--- config.mk ---
export PLATFORM = sky130hd
export DESIGN_NAME = timer_key_ctrl
export DESIGN_NICKNAME = d
export VERILOG_FILES = /design/src/rtl/timer_key_ctrl_pkg.sv /design/src/rtl/key_debounce.sv /design/src/rtl/timer_key_ctrl.sv
export SDC_FILE = /design/constraint.sdc
export NUM_CORES = 1
export LEC_CHECK = 0
export CORE_UTILIZATION = 59
export CTS_CLUSTER_SIZE = 25
export DETAILED_ROUTE_END_ITERATION = 6
export GPL_ROUTABILITY_DRIVEN = 0
export PLACE_DENSITY = 0.79
export SLEW_MARGIN = 10
export SYNTH_ARGS = -nofsm -noshare
export SYNTH_HDL_FRONTEND = slang
export SYNTH_HIERARCHICAL = 1
export SYNTH_SLANG_ARGS = --single-unit
--- constraint.sdc ---
create_clock -name clk -period 2.1 [get_ports clk]
set_input_delay 0.42 -clock clk [delete_from_list [all_inputs] [get_ports clk]]
set_output_delay 0.42 -clock clk [all_outputs]
set_load 0.05 [all_outputs]
--- src/rtl/timer_key_ctrl_pkg.sv ---
// Shared alarm-clock timer definitions: mode encodings,
// key indices and default timing for the key front-end.
package timer_key_ctrl_pkg;

    typedef enum logic [1:0] {
        MODE_RUN       = 2'd0,
        MODE_SET_TIME  = 2'd1,
        MODE_SET_ALARM = 2'd2
    } mode_e;

    localparam int DEF_DEBOUNCE_CYC = 4;
    localparam int DEF_REPEAT_DLY   = 8;
    localparam int DEF_REPEAT_PER   = 2;

    localparam int DISP_W = 14;

    localparam int KEY_MODE  = 0;
    localparam int KEY_HOUR  = 1;
    localparam int KEY_MIN   = 2;
    localparam int KEY_ALARM = 3;
    localparam int NUM_KEYS  = 4;

    function automatic mode_e mode_advance(input mode_e m);
        mode_e n;
        n = MODE_RUN;
        unique case (m)
            MODE_RUN:      n = MODE_SET_TIME;
            MODE_SET_TIME: n = MODE_SET_ALARM;
            default:       n = MODE_RUN;
        endcase
        return n;
    endfunction

endpackage

--- src/rtl/key_debounce.sv ---
// Two-flop synchronizer plus counting debouncer with
// registered rise/fall strobes on the debounced level.
module key_debounce #(
    parameter int DEBOUNCE_CYC = 4,
    parameter int CNT_W        = 8
) (
    input  logic clk,
    input  logic reset_n,
    input  logic raw,
    output logic level,
    output logic rise_pulse,
    output logic fall_pulse
);

    localparam logic [CNT_W-1:0] CNT_LAST = CNT_W'(DEBOUNCE_CYC - 1);

    logic             sync1_q;
    logic             sync2_q;
    logic [CNT_W-1:0] cnt_q;

    always_ff @(posedge clk or negedge reset_n) begin
        if (!reset_n) begin
            sync1_q    <= 1'b0;
            sync2_q    <= 1'b0;
            cnt_q      <= '0;
            level      <= 1'b0;
            rise_pulse <= 1'b0;
            fall_pulse <= 1'b0;
        end else begin
            sync1_q    <= raw;
            sync2_q    <= sync1_q;
            rise_pulse <= 1'b0;
            fall_pulse <= 1'b0;
            if (sync2_q == level) begin
                cnt_q <= '0;
            end else if (cnt_q >= CNT_LAST) begin
                level      <= sync2_q;
                cnt_q      <= '0;
                rise_pulse <= sync2_q;
                fall_pulse <= !sync2_q;
            end else begin
                cnt_q <= cnt_q + 1'b1;
            end
        end
    end

endmodule

--- src/rtl/timer_key_ctrl.sv ---
// Key front-end for the alarm-clock Timer: debounced keys,
// RUN/SET_TIME/SET_ALARM mode FSM, auto-repeat increment pulses.
import timer_key_ctrl_pkg::*;

module timer_key_ctrl #(
    parameter int DEBOUNCE_CYC = DEF_DEBOUNCE_CYC,
    parameter int REPEAT_DLY   = DEF_REPEAT_DLY,
    parameter int REPEAT_PER   = DEF_REPEAT_PER,
    parameter int CNT_W        = 8
) (
    input  logic       clk,
    input  logic       reset_n,
    input  logic       key_mode,
    input  logic       key_hour,
    input  logic       key_min,
    input  logic       key_alarm_en,
    output logic       set_time,
    output logic       alarm,
    output logic       hours_set,
    output logic       mins_set,
    output logic       Toggle_switch,
    output logic [1:0] mode_state
);

    localparam logic [CNT_W-1:0] DLY_LAST = CNT_W'(REPEAT_DLY - 1);
    localparam logic [CNT_W-1:0] PER_LAST = CNT_W'(REPEAT_PER - 1);

    logic [NUM_KEYS-1:0] raw;
    logic [NUM_KEYS-1:0] lvl;
    logic [NUM_KEYS-1:0] rise;
    logic [NUM_KEYS-1:0] fall;

    assign raw = {key_alarm_en, key_min, key_hour, key_mode};

    for (genvar i = 0; i < NUM_KEYS; i++) begin : g_db
        key_debounce #(
            .DEBOUNCE_CYC(DEBOUNCE_CYC),
            .CNT_W       (CNT_W)
        ) u_db (
            .clk       (clk),
            .reset_n   (reset_n),
            .raw       (raw[i]),
            .level     (lvl[i]),
            .rise_pulse(rise[i]),
            .fall_pulse(fall[i])
        );
    end

    mode_e state_q;
    mode_e state_d;
    logic  set_time_q;
    logic  alarm_q;
    logic  toggle_q;

    always_ff @(posedge clk or negedge reset_n) begin
        if (!reset_n) begin
            state_q    <= MODE_RUN;
            set_time_q <= 1'b0;
            alarm_q    <= 1'b0;
            toggle_q   <= 1'b0;
        end else begin
            state_q    <= state_d;
            set_time_q <= (state_d == MODE_SET_TIME);
            alarm_q    <= (state_d == MODE_SET_ALARM);
            toggle_q   <= lvl[KEY_ALARM] && (state_q == MODE_RUN);
        end
    end

    always_comb begin
        state_d = state_q;
        if (rise[KEY_MODE]) begin
            state_d = mode_advance(state_q);
        end
    end

    // A pending mode change kills the channels in the same cycle.
    logic in_set;
    assign in_set = (state_q != MODE_RUN) && !rise[KEY_MODE];

    for (genvar g = 0; g < 2; g++) begin : g_ch
        localparam int K = KEY_HOUR + g;

        logic             armed_q;
        logic             rep_q;
        logic             pulse_q;
        logic [CNT_W-1:0] cnt_q;
        logic [CNT_W-1:0] lim;

        assign lim = rep_q ? PER_LAST : DLY_LAST;

        always_ff @(posedge clk or negedge reset_n) begin
            if (!reset_n) begin
                armed_q <= 1'b0;
                rep_q   <= 1'b0;
                pulse_q <= 1'b0;
                cnt_q   <= '0;
            end else if (!in_set) begin
                armed_q <= 1'b0;
                rep_q   <= 1'b0;
                pulse_q <= 1'b0;
                cnt_q   <= '0;
            end else if (rise[K]) begin
                armed_q <= 1'b1;
                rep_q   <= 1'b0;
                pulse_q <= 1'b1;
                cnt_q   <= '0;
            end else if (armed_q && lvl[K]) begin
                if (cnt_q >= lim) begin
                    rep_q   <= 1'b1;
                    pulse_q <= 1'b1;
                    cnt_q   <= '0;
                end else begin
                    pulse_q <= 1'b0;
                    if (cnt_q != '1) begin
                        cnt_q <= cnt_q + 1'b1;
                    end
                end
            end else begin
                armed_q <= 1'b0;
                rep_q   <= 1'b0;
                pulse_q <= 1'b0;
                cnt_q   <= '0;
            end
        end
    end

    assign set_time      = set_time_q;
    assign alarm         = alarm_q;
    assign hours_set     = g_ch[0].pulse_q;
    assign mins_set      = g_ch[1].pulse_q;
    assign Toggle_switch = toggle_q;
    assign mode_state    = state_q;

    logic unused_ok;
    assign unused_ok = ^{fall, rise[KEY_ALARM], lvl[KEY_MODE]};

endmodule

==> results.cfg, run 1 <==
[clocking]
clock_sinks = 74
htree_levels = 3
cts_root_buf = clkbuf_8
cts.clk_slew.worst_paths_ps = 70
numCtsBuffers = 9
postCtsHoldBufs = 0
clock_latency_ps = 340
cts_buffer_depth = 2
cts_tree = done

[global_routing]
grt_pass1_wl_um = 6820
grt-busiest-layer = met2
use_met2_pct = 32.1
grtUsageTotal_pct = 18.9
gr-usage-met1_pct = 21.5
overflow = 0
antenna_found_initial = 0
grt_util_met3_pct = 4.76
grt_max_degree = 50
grt_pass1_vias = 1558

[power]
power.total_mw = 3.36
p_per_area_nw_per_um2 = 1020
ir_worst_vdd_mv = 0.595
p_leak_nw = 1.59

[drt]
drtIter0Drc = 64
route.detailed.drc = 0
vias_per_cell = 5.12
dr.pass1.iters = 4
route.vias.total = 1455
wl_um = 3980
drtAntennaViolNets = 0
routedWlPerCell_um = 14.0

[cells_and_area]
drive_gt1_share_pct = 20.3
nets = 243
post-route-util_pct = 74.6
diodes = 0
syn_to_final_growth_pct = 19.8

[placement]
port_buffers = 12
dp_worst_setup_slack_ps = 404
dpl.hpwl_um = 2790

[floorplan]
die_w_um = 70.3
core-area_um2 = 4410
placementRows = 24
io_pins = 13
die_h_um = 70.3
start_util_pct = 62.3
dieArea_um2 = 4940

[setup_path]
cp_slowest_cell = clkdlybuf4s50_1
arrival_ps = 1470
critPathBufInv = 1
worst_setup_path_end_kind = output pin
r2r_start = g_db[2].u_db/cnt_q[6]
critical_path_class = flop to output pin
cp.required_ps = 1680
crit_fanout = 1
cp_slowest_stage_delay_ps = 800
startpoint_type = flop
crit_chain = clkdlybuf4s50_1
crit_family = buffers and inverters
crit_start = hours_set

[timing]
timing.final.crit_share_pct = 90.2
skew_ps = 5.46
finalHoldViolCount = 0
tightestPinTransition_ps = 572
setup_tns_ps = 0
finalCriticalPeriod_ps = 1890
setup_viol = 0
layout_setup_ws_ps = 206
final_max_slew_viol_count = 0
timing.slew.headroom_pct = 61.8
fmax_mhz = 528
rsz0062_at_grt = false

[flow_run]
drv_cap = 0

[status]
status = finished, final reports clean

[synthesis]
synthesis.instances = 176
yosysWarnings = 6
syn_avg_cell_area_um2 = 15.6
syn_area_um2 = 2750

[worst_hold_path]
hold_path_class = primary input to asynchronous set/reset pin
repair_timing:
action                     in CTS  in global routing
gates resized for setup         0                  2
setup buffers                   0                  0
setup endpoints to repair       0                  2
power by group:
| group | total, mW | switching, mW | internal, mW |
|---|---|---|---|
| registers | 1.62 | 0.0874 | 1.53 |
| clock network | 1.24 | 0.477 | 0.764 |
| logic | 0.497 | 0.319 | 0.178 |
layer usage:
| layer | part of all wire, % | routed length [µm] |
|---|---|---|
| met3 | 3.6 | 142 |
| met1 | 42 | 1660 |
| met5 | 0 | 0 |
| met2 | 53 | 2120 |
| met4 | 1.5 | 59 |
layout make-up:
cell class / instances / area (µm²)
multi-input combinational: 121 / 970
tap: 52 / 65.1
fill: 279 / 1120
clock inverter: 4 / 72.6
clock buffer: 12 / 165
inverter: 8 / 30.0
sequential: 74 / 1850
timing repair buffer: 13 / 140
worst paths after layout:
check                                   endpoint  slack [ps]  cells after the start
setup / recovery                       hours_set         210                      1
hold / removal             g_db[3].u_db/cnt_q[5]          70                      1
setup reg to reg              g_db[2].u_db/level         500                      3
hold reg to reg             g_db[1].u_db/sync2_q         360                      0
max in group asynchronous       g_ch[0].cnt_q[4]        1380                      2
min in group clk            g_db[1].u_db/sync2_q         360                      0
through the flow:
stage               instance area, µm²  hold WS (ps)  cells
finish                            3290          71.8    284
global route                      3290           103    284
CTS                               3290          74.3    284
floorplan                         2850           124    203
global placement                  3050           332    268
detailed placement                3050           341    268
worst register-to-register path, stage by stage, from the launching register on:
cell     delay, ps
dfrtp_1        370
or4_4          550
nor4_4         240
mux2_4         330
layout by cell type, fill, tap and decap left out, types with 3 or more instances in the layout:
cell / instances
mux2_4: 4
clkdlybuf4s50_1: 9
dfrtp_1: 74
o21ai_1: 3
and3b_2: 4
a21oi_1: 6
nor3b_1: 3
nor4_4: 4
conb_1: 32
ha_1: 10
nand3_1: 3
inv_1: 7
or4_4: 4
a211oi_1: 5
nor2_1: 7
xor2_1: 4
clkbuf_8: 12
and3_2: 4
sequential cells by signal, summed over array words and instances, names as in the netlist:
signal / cells
hours_set: 1
g_db.u_db/cnt_q: 32
mode_state: 2
set_time: 1
g_ch.rep_q: 2
mins_set: 1
g_db.u_db/sync2_q: 4
g_ch.cnt_q: 16
g_db.u_db/level: 4
g_db.u_db/sync1_q: 4
g_ch.armed_q: 2
alarm: 1
Toggle_switch: 1
g_db.u_db/rise_pulse: 3
Power figures use the tool's default switching activity.
==> run 2, diff against run 1 <==
--- a/config.mk
+++ b/config.mk
@@ -8,8 +8,9 @@
 export CORE_UTILIZATION = 59
 export CTS_CLUSTER_SIZE = 25
 export DETAILED_ROUTE_END_ITERATION = 6
-export GPL_ROUTABILITY_DRIVEN = 0
 export PLACE_DENSITY = 0.79
+export REMOVE_ABC_BUFFERS = 1
+export SKIP_LAST_GASP = 1
 export SLEW_MARGIN = 10
 export SYNTH_ARGS = -nofsm -noshare
 export SYNTH_HDL_FRONTEND = slang
==> results of run 2 <==
No change in the layout: final DEF, timing and power equal those of run 1.
